**src/rtl/wb_master_queue.sv**
```systemverilog
// Wishbone classic master fed by a request FIFO: one bus cycle in flight at a time,
// one response pulse per command, with bus-error and timeout reporting.
module wb_master_queue #(
  parameter int DATA_SZ_P    = 32,
  parameter int ADDR_SZ_P    = 10,
  parameter int FIFO_DEPTH_P = 4,
  parameter int TIMEOUT_P    = 16
) (
  input  logic                          clk,
  input  logic                          reset,
  input  logic                          req_valid,
  output logic                          req_ready,
  input  logic                          req_cmd,
  input  logic [ADDR_SZ_P-1:0]          req_addr,
  input  logic [DATA_SZ_P-1:0]          req_data,
  output logic                          rsp_valid,
  output logic [DATA_SZ_P-1:0]          rsp_data,
  output logic                          rsp_err,
  output logic                          wb_cyc_o,
  output logic                          wb_stb_o,
  output logic                          wb_we_o,
  output logic [ADDR_SZ_P-1:0]          wb_adr_o,
  output logic [DATA_SZ_P-1:0]          wb_dat_o,
  input  logic [DATA_SZ_P-1:0]          wb_dat_i,
  input  logic                          wb_ack_i,
  input  logic                          wb_err_i,
  output logic                          busy,
  output logic [$clog2(FIFO_DEPTH_P):0] fifo_count
);

  localparam int PTR_W = $clog2(FIFO_DEPTH_P);
  localparam int CNT_W = PTR_W + 1;
  localparam int TMO_W = $clog2(TIMEOUT_P);
  localparam logic [CNT_W-1:0] CNT_FULL = CNT_W'(FIFO_DEPTH_P);
  localparam logic [TMO_W-1:0] TMO_LAST = TMO_W'(TIMEOUT_P - 1);

  typedef enum logic [1:0] {IDLE, BUS, RESP} state_t;

  state_t                 state_reg, state_next;
  logic [CNT_W-1:0]       count_reg;
  logic [PTR_W-1:0]       wr_ptr_reg, rd_ptr_reg;
  logic [TMO_W-1:0]       tmo_reg, tmo_next;
  logic                   cyc_reg, cyc_next;
  logic                   we_reg, we_next;
  logic [ADDR_SZ_P-1:0]   adr_reg, adr_next;
  logic [DATA_SZ_P-1:0]   dat_reg, dat_next;
  logic                   rsp_valid_reg, rsp_valid_next;
  logic [DATA_SZ_P-1:0]   rsp_data_reg, rsp_data_next;
  logic                   rsp_err_reg, rsp_err_next;
  logic                   push, pop, done;

  logic                   mem_cmd  [FIFO_DEPTH_P];
  logic [ADDR_SZ_P-1:0]   mem_addr [FIFO_DEPTH_P];
  logic [DATA_SZ_P-1:0]   mem_data [FIFO_DEPTH_P];

  // Ready comes from the registered count only, so a same-cycle pop never frees a full queue.
  assign req_ready  = (count_reg != CNT_FULL);
  assign push       = req_valid && req_ready;
  assign pop        = (state_reg == IDLE) && (count_reg != '0);
  assign busy       = (count_reg != '0) || (state_reg != IDLE);
  assign fifo_count = count_reg;

  assign wb_cyc_o  = cyc_reg;
  assign wb_stb_o  = cyc_reg;
  assign wb_we_o   = we_reg;
  assign wb_adr_o  = adr_reg;
  assign wb_dat_o  = dat_reg;
  assign rsp_valid = rsp_valid_reg;
  assign rsp_data  = rsp_data_reg;
  assign rsp_err   = rsp_err_reg;

  always_ff @(posedge clk) begin
    if (push) begin
      mem_cmd[wr_ptr_reg]  <= req_cmd;
      mem_addr[wr_ptr_reg] <= req_addr;
      mem_data[wr_ptr_reg] <= req_data;
    end
  end

  always_ff @(posedge clk or negedge reset) begin
    if (!reset) begin
      count_reg  <= '0;
      wr_ptr_reg <= '0;
      rd_ptr_reg <= '0;
    end else begin
      if (push) wr_ptr_reg <= wr_ptr_reg + PTR_W'(1);
      if (pop)  rd_ptr_reg <= rd_ptr_reg + PTR_W'(1);
      case ({push, pop})
        2'b10:   count_reg <= count_reg + CNT_W'(1);
        2'b01:   count_reg <= count_reg - CNT_W'(1);
        default: count_reg <= count_reg;
      endcase
    end
  end

  always_ff @(posedge clk or negedge reset) begin
    if (!reset) begin
      state_reg     <= IDLE;
      tmo_reg       <= '0;
      cyc_reg       <= 1'b0;
      we_reg        <= 1'b0;
      adr_reg       <= '0;
      dat_reg       <= '0;
      rsp_valid_reg <= 1'b0;
      rsp_data_reg  <= '0;
      rsp_err_reg   <= 1'b0;
    end else begin
      state_reg     <= state_next;
      tmo_reg       <= tmo_next;
      cyc_reg       <= cyc_next;
      we_reg        <= we_next;
      adr_reg       <= adr_next;
      dat_reg       <= dat_next;
      rsp_valid_reg <= rsp_valid_next;
      rsp_data_reg  <= rsp_data_next;
      rsp_err_reg   <= rsp_err_next;
    end
  end

  always_comb begin
    state_next     = state_reg;
    tmo_next       = tmo_reg;
    cyc_next       = cyc_reg;
    we_next        = we_reg;
    adr_next       = adr_reg;
    dat_next       = dat_reg;
    rsp_valid_next = 1'b0;
    rsp_data_next  = rsp_data_reg;
    rsp_err_next   = rsp_err_reg;
    done           = 1'b0;
    case (state_reg)
      IDLE: begin
        if (pop) begin
          state_next = BUS;
          cyc_next   = 1'b1;
          we_next    = mem_cmd[rd_ptr_reg];
          adr_next   = mem_addr[rd_ptr_reg];
          dat_next   = mem_data[rd_ptr_reg];
          tmo_next   = '0;
        end
      end
      BUS: begin
        tmo_next = tmo_reg + TMO_W'(1);
        // Error outranks a simultaneous ack; timeout only when the slave stays silent.
        if (wb_err_i) begin
          done          = 1'b1;
          rsp_err_next  = 1'b1;
          rsp_data_next = '0;
        end else if (wb_ack_i) begin
          done          = 1'b1;
          rsp_err_next  = 1'b0;
          rsp_data_next = we_reg ? '0 : wb_dat_i;
        end else if (tmo_reg == TMO_LAST) begin
          done          = 1'b1;
          rsp_err_next  = 1'b1;
          rsp_data_next = '0;
        end
        if (done) begin
          state_next     = RESP;
          cyc_next       = 1'b0;
          we_next        = 1'b0;
          rsp_valid_next = 1'b1;
        end
      end
      RESP:    state_next = IDLE;
      default: state_next = IDLE;
    endcase
  end

endmodule

```
**config.mk**
```make
export PLATFORM = sky130hd
export DESIGN_NAME = wb_master_queue
export DESIGN_NICKNAME = d
export VERILOG_FILES = /design/src/rtl/wb_master_queue.sv
export SDC_FILE = /design/constraint.sdc
export NUM_CORES = 1
export LEC_CHECK = 0
export BUFFER_PORTS_ARGS = -buffer_cell sky130_fd_sc_hd__buf_2
export CAP_MARGIN = 20
export CORE_MARGIN = 2
export CORE_UTILIZATION = 60
export CTS_CLUSTER_DIAMETER = 50
export DETAILED_ROUTE_END_ITERATION = 12
export PLACE_DENSITY = 0.89
export SLEW_MARGIN = 20
export SYNTH_ARGS = -nofsm -noshare
export SYNTH_HDL_FRONTEND = slang
export SYNTH_SLANG_ARGS = --single-unit
```
**constraint.sdc**
```tcl
create_clock -name clk -period 3.6 [get_ports clk]
set_input_delay 0 -clock clk [delete_from_list [all_inputs] [get_ports clk]]
set_output_delay 0 -clock clk [all_outputs]
set_load 0.02 [all_outputs]
```
== Word-level counts from Yosys, hierarchy flattened ==
Memories as Yosys holds them, arrays and structs flattened. A register that Yosys moved wholly into a read port is not among the register bits.
Index checks and enable logic that the tools add are counted.
Cells by class
  add/subtract/negate cells: 5
  equality and inequality tests: 7
  muxes and demuxes: 26
  reduce and logical (&&, ||, !) cells: 16
Operators with widths (count)
  32-bit 2-to-1 mux: 4
  1-bit 2-to-1 mux: 14
  4-bit case mux with 2 select lines: 1
  2-bit AND reduction: 4
  3-bit case mux with 2 select lines: 1
  2-bit nonzero test: 3
  3-bit nonzero test: 2
  2-bit by 1-bit adder with 2-bit output (second input constant): 2
  4-bit by 1-bit adder with 4-bit output (second input constant): 1
  2-bit by 1-bit == test with 1-bit output (second input constant): 2
  4-bit == test (second input constant): 1
  2-bit 2-to-1 mux: 2
  4-bit 2-to-1 mux: 1
  2-bit inequality test (second input constant): 2
  1-bit case mux with 2 select lines: 2
  2-bit case mux with 2 select lines: 1
  3-bit by 1-bit adder with 3-bit output (second input constant): 1
  3-bit inequality test (second input constant): 1
  3-bit AND reduction: 1
  3-bit by 1-bit subtractor with 3-bit output (second input constant): 1
  2-bit == test (second input constant): 1
  1-bit logical AND: 2
  1-bit logical NOT: 2
  2-bit logical NOT: 1
  1-bit logical OR: 1
Word-level totals
  bits in registers: 49
  RAM bits: 172
  bits of input ports: 80
  output and inout bits: 84
  word-level logic and storage cells: 67
  memories kept: 3
Memory list
  mem_data: depth 4, width 32, rd ports 1, clocked after Yosys merged registers in 1, wr ports 1, line 54  | logic [DATA_SZ_P-1:0] mem_data [FIFO_DEPTH_P];
  mem_addr: depth 4, width 10, rd ports 1, clocked after Yosys merged registers in 1, wr ports 1, line 53  | logic [ADDR_SZ_P-1:0] mem_addr [FIFO_DEPTH_P];
  mem_cmd: depth 4, width 1, rd ports 1, clocked after Yosys merged registers in 0, wr ports 1, line 52  | logic mem_cmd [FIFO_DEPTH_P];

== Depth between registers and ports, before layout ==
Gate-level depths: netlist of the first run.
  depth in word-level cells: 7
  mapped depth: 9
  gate-level depth less buffers: 8

== Worst setup path before layout of the first run ==
No wires, ideal clock.
  path kind: reg-to-reg
  start point: register count_reg[0], in the netlist fifo_count[0]
  end point: memory mem_addr[0][0], enable pin
  setup time: 0.405 ns
  arrival time: 1.926 ns
  data required time: 3.195 ns
  path slack: 1.269 ns
  stages on the path, launching flop included: 3
  buffers on the path: 0
  period minus slack after synthesis: 2.331 ns
  path through: dfrtp_1 > or3b_4 > and3_1
Between the ends
  cells in the longest elaborated chain, start to end: 4
Ends and longest elaborated chain
  start, declared: line 40  | logic [CNT_W-1:0] count_reg;
  start signal, assigned: line 89  | 2'b10: count_reg <= count_reg + CNT_W'(1);
  start signal, assigned: line 90  | 2'b01: count_reg <= count_reg - CNT_W'(1);
  start signal, assigned: line 91  | default: count_reg <= count_reg;
  3-bit inequality test: line 57  | assign req_ready = (count_reg != CNT_FULL);
  via req_ready: line 12  | output logic req_ready,
  1-bit logical AND: line 58  | assign push = req_valid && req_ready;
  1-bit 2-to-1 mux: line 73  | if (push) begin
  1-bit 2-to-1 mux (implied by the code): line 75  | mem_addr[wr_ptr_reg] <= req_addr;
  end, declared: line 53
The timed path passes the listed nets, and every way through them passes these cells.

== Final worst setup path of the first run ==
  start point: register tmo_reg[0]
  end point: register rsp_err_reg, in the netlist rsp_err
Between the ends
  cells in the longest elaborated chain, start to end: 3
Ends and longest elaborated chain
  start, declared: line 42  | logic [TMO_W-1:0] tmo_reg, tmo_next;
  start signal, assigned: line 109  | tmo_reg <= tmo_next;
  4-bit == test: line 153  | end else if (tmo_reg == TMO_LAST) begin
  3-bit nonzero test (no source line)
  2-bit AND reduction (no source line)
  end signal, assigned: line 116  | rsp_err_reg <= rsp_err_next;
  end, declared: line 49  | logic rsp_err_reg, rsp_err_next;
Every way passes these cells.
A chain may end at the register's enable or synchronous reset.

==> results of run 1 <==
[cell families after synthesis]
kind of cell    Yosys count  synth area share
compound gates           43           0.03376
xor+xnor                  6          0.005100
fa+ha+maj                 7          0.009229
buf+inv                  69           0.03631
flops                   263            0.7223
mux                      88            0.1580
simple gates             55           0.03534
[per-layer routing]
metal	wire length, um	vias up	global-route usage
met5	0	-	0
met4	551	0	0.07118
met3	1446	48	0.04917
met2	11530	253	0.4399
met1	8608	2939	0.3104
li1	-	2531	-
[power groups by stage]
stage	clock, W	combinational, W	sequential, W
floorplan	0	0.00258	0.00502
global placement	0	0.00360	0.00481
detailed placement	0	0.00374	0.00487
CTS	0.00295	0.00384	0.00484
global route	0.00306	0.00407	0.00494
finish	0.00290	0.00383	0.00484
[cell type report]
cell class / instances / area, sq um / area share
Clock buffer: 31 / 690.7 / 0.05333
Clock inverter: 17 / 235.2 / 0.01816
Inverter: 38 / 145.1 / 0.01121
Multi-Input combinational cell: 199 / 2516 / 0.1943
Sequential cell: 263 / 7450 / 0.5752
Tap cell: 220 / 275.3 / 0.02125
Timing Repair Buffer: 246 / 1639 / 0.1266
[cell usage after synthesis, types with 2 or more instances]
cell type,number
nor3b_1,4
nand4_1,33
mux4_2,40
and2_4,2
mux2_2,6
nand2_1,3
xnor2_1,4
mux4_1,3
o21ai_0,10
nor2_1,2
ha_1,6
buf_1,2
inv_1,37
xor2_1,2
and3_1,4
mux2_4,38
o21ai_2,28
a311o_1,2
buf_2,3
dfrtp_1,91
clkbuf_1,11
edfxtp_1,172
buf_6,14
[cells in the final DEF, fill, tap and decap left out, drive strengths merged]
cell type / count
edfxtp: 172
buf: 167
dfrtp: 91
dlygate4sd3: 79
mux2: 44
mux4: 43
inv: 38
o21ai: 38
nand4: 33
clkbuf: 31
clkinv: 10
ha: 6
bufinv: 6
and3: 4
xnor2: 4
nor3b: 4
nand2: 3
and2: 3
nor2: 2
xor2: 2
nand2b: 2
a311o: 2
or3b: 1
nor3: 1
nor2b: 1
or2: 1
o211ai: 1
mux2i: 1
o2bb2ai: 1
o32a: 1
fa: 1
clkinvlp: 1
[metrics by stage]
stage	area [sq um]	utilization	setup WS [ns]	std cells	power, W
6_report	12950	0.7755	0.9205	1014	0.01158
5_1_grt	12950	0.7755	0.7822	1014	0.01207
4_1_cts	12950	0.7752	0.4619	1014	0.01162
3_5_place_dp	11230	0.6725	1.014	887	0.008602
3_3_place_gp	11220	0.6716	1.188	887	0.008409
2_1_floorplan	10300	-	1.269	531	0.007598
[worst min path at each step]
| stage | start | end | slack [ns] | depth (start not counted) |
|---|---|---|---|---|
| floorplan | reset | fifo_count[0] | -0.30 | 0 |
| global placement | reset | rsp_data[22] | 0.17 | 1 |
| detailed placement | reset | rsp_data[16] | 0.19 | 1 |
| CTS | wb_ack_i | rsp_data[7] | 0.19 | 5 |
| global route | req_addr[3] | mem_addr[3][3] | 0.23 | 2 |
| finish | reset | rsp_data[16] | 0.14 | 2 |
[worst max-delay path, stage by stage, from the launching register on]
cell and delay (ns):
dfrtp_1 0.39, ha_1 0.21, a311o_2 0.60, and2_4 0.62
o32a_1 0.24, dlygate4sd3_1 0.55
==> impl_metrics.toml, run 1 <==
[floorplan]
core-area_sq_um = 16700
rows = 47
dieWidth_um = 135.0
die_h_um = 135.0
io_pins = 164
start_util = 0.6169
die_area_sq_um = 18240

[clocking]
cts_sinks = 263
clock_tree.buffer_depth = 3
clkLatencyLatePin_ns = 0.51
post_cts_buffers = 0
ctsHoldBuffers = 79
htree_levels = 1
ctsResizeCount = 0
cts_tree = "done"
clockRootBuffer = "clkbuf_16"
path_clk_slew_ns = 0.06
numCtsBuffers = 27

[logic_synthesis]
synth_top_area_frac = 0.5013
synthTopCellsByArea = "edfxtp_1, dfrtp_1, mux4_2, mux2_4, o21ai_2"
yosys.area.top_type = "edfxtp_1"
ys.flop_type = "edfxtp_1"
seq_area_frac_synth = 0.7223
syn_inst = 531
syn_area_sq_um = 10300
synth_edf_count = 172
synthArstFlopShare = 0.3460
synth_nets = 618
ys_types = 37
synth_seq_cells = 263
yosysWarnings = 0
syn_area_per_cell_sq_um = 19.40

[worst_setup_path]
r2r_end = "rsp_err"
cp-end-kind = "register"
r2r-start = "tmo_reg[0]"
worstRegToRegCells = 5
cp.required_ns = 4.04
start_kind = "register"
critPathLaunch = "tmo_reg[0]"
cp-endpoint = "rsp_err"
cp.arrival_ns = 3.12
critPathMaxFanout = 36
crit_type = "register to register"
reg2reg_slack_ns = 0.92

[cells_and_area]
antenna_cells = 0
largestRegisters = "mem_data: 128 flops, mem_addr: 40 flops"
drive_above_1_share = 0.4257
largest_reg_flops = 128
fill_cells = 879
area_delta_synth_final_pct = 25.70
nets = 862
top_register = "mem_data"

[global_route]
grt_first_pass_wirelength_um = 34320
grt_antenna_before_repair = 0
grt_usage = 0.2467
grt_overflow = 0
grt_max_degree = 66
first_global_vias = 6368

[sta]
rsz0062_at_grt = "no"
whs_ns = 0.1386
worst_pin_slew_ns = 0.9310
hold_violations = 0
finalClockSkew_ns = 0.01217
slew_violations = 0
period_needed_ns = 2.680
fin_crit_sh = 0.7443
timing.fmax_mhz = 373.2
setup_tns_ns = 0
slew_headroom = 0.3793
setup_viol = 0

[power_and_ir_drop]
pwr_density_cell_nw_per_um2 = 893.8
seq_power_share = 0.419
pwr-share-comb = 0.331
clkPwrFrac = 0.250
p_int_w = 0.007824
leakagePower_nw = 5.174
switchingPower_w = 0.003753
p_sw_frac = 0.3242
vdd_drop_max_mv = 0.6633

[drt]
ant_nets = 0
num_vias = 5771
wl_um = 22140
wl_per_cell_um = 21.83
drt_iter0_drc = 314
drc = 0
drtPass1Iterations = 4
avgViaCountPerCell = 5.691

[place]
io_buffers = 163
gp_congestion = 0.8614
dpl.hpwl_um = 11620

[flow_run]
max_cap_violations = 0

[outcome]
status = "complete, no violations"

[worst_hold_path]
hp-class = "input port to async pin"
Note: power is estimated with default switching activity, not from simulation.
==> run 2: changes to the inputs <==
--- a/config.mk
+++ b/config.mk
@@ -5,13 +5,14 @@
 export SDC_FILE = /design/constraint.sdc
 export NUM_CORES = 1
 export LEC_CHECK = 0
+export ABC_AREA = 1
 export BUFFER_PORTS_ARGS = -buffer_cell sky130_fd_sc_hd__buf_2
 export CAP_MARGIN = 20
 export CORE_MARGIN = 2
-export CORE_UTILIZATION = 60
+export CORE_UTILIZATION = 51
 export CTS_CLUSTER_DIAMETER = 50
 export DETAILED_ROUTE_END_ITERATION = 12
-export PLACE_DENSITY = 0.89
+export PLACE_DENSITY = 0.8
 export SLEW_MARGIN = 20
 export SYNTH_ARGS = -nofsm -noshare
 export SYNTH_HDL_FRONTEND = slang
==> constraint.sdc (replaced) <==
create_clock -name clk -period 2.25 [get_ports clk]
set_input_delay 0 -clock clk [delete_from_list [all_inputs] [get_ports clk]]
set_output_delay 0 -clock clk [all_outputs]
set_load 0.02 [all_outputs]
==> run 2 against run 1 <==
Compared with the run above: cell area grew 6.4%; setup slack lost 0.51 ns; die area grew 24%; combinational power grew 79%; clock skew shrank 0.0014 ns; non-clock buffer count grew 19; critical endpoint is now fifo_count[2]; highest routed layer unchanged.
==> impl_metrics.toml, run 2 <==
[logic_synthesis]
syn_inst = 1090
synth_seq_cells = 263
synth_edf_count = 172
syn_area_sq_um = 10950
syn_area_per_cell_sq_um = 10.05
synthTopCellsByArea = "edfxtp_1, dfrtp_1, nand2_1, inv_1, nand3_1"
synth_top_area_frac = 0.4717
ys_types = 22
yosys.area.top_type = "edfxtp_1"
seq_area_frac_synth = 0.6796
synthArstFlopShare = 0.3460
synth_commonest_cells = "nand2_1, inv_1, edfxtp_1, nand3_1, dfrtp_1"
yosysMostFrequentCell = "nand2_1"
yosysWarnings = 0
synth_nets = 1177
ys.flop_type = "edfxtp_1"

[place]
gp_congestion = 0.7849
io_buffers = 163
dpl.hpwl_um = 14290

[worst_setup_path]
worstRegToRegCells = 9
r2r-start = "fifo_count[1]"
cp.arrival_ns = 2.25
start_kind = "register"
cp.required_ns = 2.66
cp-end-kind = "register"
reg2reg_slack_ns = 0.41
critPathMaxFanout = 4
crit_type = "register to register"
r2r_end = "fifo_count[2]"

[global_route]
grt_antenna_before_repair = 2
grt_first_pass_wirelength_um = 39090
grt_overflow = 0
grt_usage = 0.2188
grt_max_degree = 88
first_global_vias = 7946

[drt]
avgViaCountPerCell = 4.850
drtPass1Iterations = 4
wl_um = 24820
drc = 0
wl_per_cell_um = 15.21
ant_nets = 0
drt_iter0_drc = 405
num_vias = 7915

[clocking]
cts_sinks = 263
clock_tree.buffer_depth = 3
htree_levels = 1
numCtsBuffers = 26
ctsHoldBuffers = 80
cts_tree = "done"
clockRootBuffer = "clkbuf_16"
post_cts_buffers = 0
clkLatencyLatePin_ns = 0.53
ctsResizeCount = 0
path_clk_slew_ns = 0.06

[floorplan]
io_pins = 164
dieWidth_um = 150.5
start_util = 0.5209
die_h_um = 150.5
die_area_sq_um = 22660
core-area_sq_um = 21020
rows = 53

[sta]
rsz0062_at_grt = "no"
finalClockSkew_ns = 0.01078
timing.fmax_mhz = 544.0
slew_violations = 0
fin_crit_sh = 0.8170
setup_viol = 0
worst_pin_slew_ns = 0.6446
hold_violations = 0
period_needed_ns = 1.838
whs_ns = 0.04894
setup_tns_ns = 0
slew_headroom = 0.5703

[cells_and_area]
final_common_cell = "nand2_1"
area_delta_synth_final_pct = 25.81
layout_common_cells = "nand2_1, inv_1, edfxtp_1"
top_register = "mem_data"
drive_above_1_share = 0.1845
fill_cells = 1518
nets = 1422
largestRegisters = "mem_data: 128 flops, mem_addr: 40 flops"
largest_reg_flops = 128

[power_and_ir_drop]
vdd_drop_max_mv = 0.9088
finalPower_w = 0.01829
pwr_density_cell_nw_per_um2 = 1327
leakagePower_nw = 6.719

[outcome]
status = "complete, no violations"

[worst_hold_path]
hp-class = "input port to async pin"

[flow_run]
max_cap_violations = 0
## run 2: metal layers
layer  GRT usage  wire length [um]  vias up  part of all wire
met5           0                 0        -                 0
met3     0.03697              1566       32             0.063
li1            -                 -     3880                 -
met4     0.05802               378        0             0.015
met2      0.4068             12770      245              0.51
met1      0.2618             10100     3758              0.41
## run 2: where the power goes
part / internal [W] / switching (W)
Clock: 0.00252 / 0.00178
Sequential: 0.00659 / 0.000548
Combinational: 0.00212 / 0.00473
## run 2: area by class of cell
type                    count  area, sq um  share of cell area
diodes                      2        5.005           0.0003633
clock buffers              32        724.4             0.05258
clock inverters            16        143.9             0.01044
inverters                 191        716.9             0.05204
multi-input cells         588         2536              0.1841
flip-flops and latches    263         7447              0.5405
well taps                 275        344.1             0.02497
repair buffers            265         1859              0.1350
## run 2: kinds of logic (layout without fill, tap and decap cells)
| logic type | after synthesis | in the layout | synth area share |
|---|---|---|---|
| other | 0 | 2 | 0 |
| xor gates and xnor gates | 5 | 5 | 0.004000 |
| DFF | 263 | 263 | 0.6796 |
| buffers and inverters | 239 | 504 | 0.09152 |
| and+or+nand+nor | 538 | 538 | 0.1968 |
| AOI/OAI and AO/OA | 38 | 38 | 0.01942 |
| adders and majority gates | 7 | 7 | 0.008684 |
## run 2: worst max-delay path, stage by stage, from the launching register on
cell,delay [ns]
dfrtp_1,0.42
nor2_1,0.19
nand2_1,0.09
nand2_2,0.08
inv_2,0.04
ha_1,0.21
fa_1,0.39
nand2_1,0.07
nand3_1,0.09
xor2_1,0.15
## run 2: worst max-delay path by stage
stage	start	endpoint	depth (start not counted)
floorplan	fifo_count[0]	mem_addr[0][0]	4
global placement	fifo_count[1]	fifo_count[2]	9
detailed placement	fifo_count[1]	fifo_count[2]	9
CTS	fifo_count[1]	fifo_count[2]	9
global route	fifo_count[0]	fifo_count[2]	10
finish	fifo_count[1]	fifo_count[2]	9
## run 2: metrics by stage
stage                     setup WS (ns)  area, sq um    util  std cells
after global placement           0.4567        12100  0.5757       1502
after global routing             0.2511        13780  0.6554       1632
after floorplan                 -0.3857        10960       -       1090
final                            0.4119        13780  0.6554       1632
after detailed placement         0.4027        12100  0.5757       1502
after CTS                        0.4038        13770  0.6551       1630
==> run 3: changes to the inputs <==
--- a/config.mk
+++ b/config.mk
@@ -5,14 +5,14 @@
 export SDC_FILE = /design/constraint.sdc
 export NUM_CORES = 1
 export LEC_CHECK = 0
-export ABC_AREA = 1
+export ABC_AREA = 0
 export BUFFER_PORTS_ARGS = -buffer_cell sky130_fd_sc_hd__buf_2
 export CAP_MARGIN = 20
 export CORE_MARGIN = 2
-export CORE_UTILIZATION = 51
+export CORE_UTILIZATION = 56
 export CTS_CLUSTER_DIAMETER = 50
 export DETAILED_ROUTE_END_ITERATION = 12
-export PLACE_DENSITY = 0.8
+export PLACE_DENSITY = 0.84
 export SLEW_MARGIN = 20
 export SYNTH_ARGS = -nofsm -noshare
 export SYNTH_HDL_FRONTEND = slang
==> constraint.sdc (replaced) <==
create_clock -name clk -period 1.75 [get_ports clk]
set_input_delay 0 -clock clk [delete_from_list [all_inputs] [get_ports clk]]
set_output_delay 0 -clock clk [all_outputs]
set_load 0.02 [all_outputs]
==> run 3 against run 2 <==
Compared with the run above: largest cell class unchanged; non-clock buffer count up 21; hold slack worse by 0.043 ns; clock-buffer cell count up 5; critical path type unchanged; global-route usage up 1.3 points; first-iteration DRC count down 16%; clock power up 35%; flip-flop and latch count unchanged; the flow now finishes with violations (negative setup slack).
==> impl_metrics.toml, run 3 (synthesis gave the netlist of run 1 again) <==
[sta]
rsz0062_at_grt = "yes"
hold_violations = 0
timing.fmax_mhz = 493.6
slew_headroom = 0.6241
period_needed_ns = 2.026
slew_violations = 0
finalClockSkew_ns = 0.009133
fin_crit_sh = 1.158
worst_pin_slew_ns = 0.5639
final.setup.worst_slack_ns = -0.2759
setup_tns_ns = -0.5979
setup_viol = 14

[drt]
avgViaCountPerCell = 5.497
ant_nets = 0
wl_um = 22290
drc = 0
num_vias = 5854
drt_iter0_drc = 339
drtPass1Iterations = 4
wl_per_cell_um = 20.93

[cells_and_area]
top_register = "mem_data"
layout_common_cells = "edfxtp_1, buf_2, dfrtp_1"
final_common_cell = "edfxtp_1"
nets = 903
largestRegisters = "mem_data: 128 flops, mem_addr: 40 flops"
drive_above_1_share = 0.4629
largest_reg_flops = 128
antenna_cells = 0
area_delta_synth_final_pct = 31.50

[floorplan]
core-area_sq_um = 18020
die_area_sq_um = 19500
start_util = 0.5716
io_pins = 164
rows = 49
dieWidth_um = 139.6
die_h_um = 139.6

[clocking]
clkLatencyLatePin_ns = 0.51
numCtsBuffers = 27
cts_tree = "done"
clock_tree.buffer_depth = 3
clockRootBuffer = "clkbuf_16"
cts_sinks = 263
path_clk_slew_ns = 0.06
htree_levels = 1

[global_route]
grt_max_degree = 43
grt_overflow = 0
grt_antenna_before_repair = 0
first_global_vias = 6529
grt_first_pass_wirelength_um = 35410
grt_usage = 0.2316

[worst_setup_path]
cp.required_ns = 2.14
crit_type = "register to register"
path_cells = "buf_6 -> or3b_4 -> and2_4 -> inv_4 -> ha_4 -> fa_2 -> mux2_4"
critical-path-top-delay-family = "adder cells"
critPathMaxFanout = 2
start_kind = "register"
slowest_delay_ns = 0.44
cp-end-kind = "register"
cp.arrival_ns = 2.42
cp_slowest_cell = "fa_2"
critPathBufInv = 2

[worst_hold_path]
hp-class = "input port to async pin"

[outcome]
violations = "negative setup slack"
status = "complete, but fails checks"

[place]
dpl.hpwl_um = 13260
place_ws_ns = -0.3058
io_buffers = 163
gp_congestion = 0.8488

[power_and_ir_drop]
pwr_density_cell_nw_per_um2 = 1856
leakagePower_nw = 5.462
vdd_drop_max_mv = 1.024

[flow_run]
max_cap_violations = 0
==> run 3: final timing paths <==
check | slack [ns] | cells past startpoint | endpoint | start
setup / recovery | -0.28 | 7 | fifo_count[1] | fifo_count[2]
hold / removal | 0.006 | 2 | wb_dat_o[12] | reset
setup reg to reg | -0.28 | 7 | fifo_count[1] | fifo_count[2]
hold reg to reg | 0.48 | 1 | tmo_reg[3] | tmo_reg[3]
max in group asynchronous | 1.16 | 3 | wb_dat_o[18] | reset
min in group clk | 0.23 | 2 | mem_addr[3][3] | req_addr[3]
==> run 3: routing by layer <==
layer,GRT usage,wire (um),share of wire,vias up
li1,-,-,-,2616
met5,0,0,0,-
met2,0.4110,11620,0.52,233
met3,0.04783,1541,0.069,32
met1,0.2969,8825,0.40,2973
met4,0.05579,307,0.014,0
==> run 3: cell type report <==
cell class                 count  area, sq um
clock buffer                  37        773.2
clock inverter                12        142.6
fill                        1017         4476
inverter                      38        150.1
multi-input combinational    200         2544
sequential                   263         7451
tap                          229        286.5
timing repair buffer         286         2202
==> run 3: worst register-to-register path, delay by kind of cell (launching register included) <==
kind	cells	cell delay, ns
muxes	1	0.29
DFF	1	0.38
buffers and inverters	2	0.15
adders and majority gates	2	0.57
and+or+nand+nor	2	0.53
==> run 3: through the flow <==
stage                     utilization  hold WS [ns]  cell area (sq um)  instances  total power [W]
final                          0.7517      0.006281              13550       1065          0.02515
after global routing           0.7517       0.03438              13550       1065          0.02628
after CTS                      0.7472      0.008231              13470       1060          0.02502
after detailed placement       0.6451      -0.01119              11630        925          0.01851
after global placement         0.6451      -0.02087              11630        925          0.01808
after floorplan                     -       -0.2956              10330        531          0.01569
==> run 3: power breakdown <==
part / switching (W) / internal [W] / total, W
clock: 0.00226 / 0.00353 / 0.00579
sequential: 0.000839 / 0.00854 / 0.00938
combinational: 0.00498 / 0.00500 / 0.00998
total: 0.00808 / 0.0171 / 0.0252
==> run 3: timing repair <==
| item | in CTS | in global routing |
|---|---|---|
| hold buffers | 79 | 0 |
| pin swaps | 6 | 2 |
| gates resized for setup | 11 | 7 |
| buffers inserted | 5 | 3 |
| gates cloned | 2 | 2 |
| endpoints found under the setup margin | 12 | 91 |
| endpoints found under the hold margin | 297 | 0 |
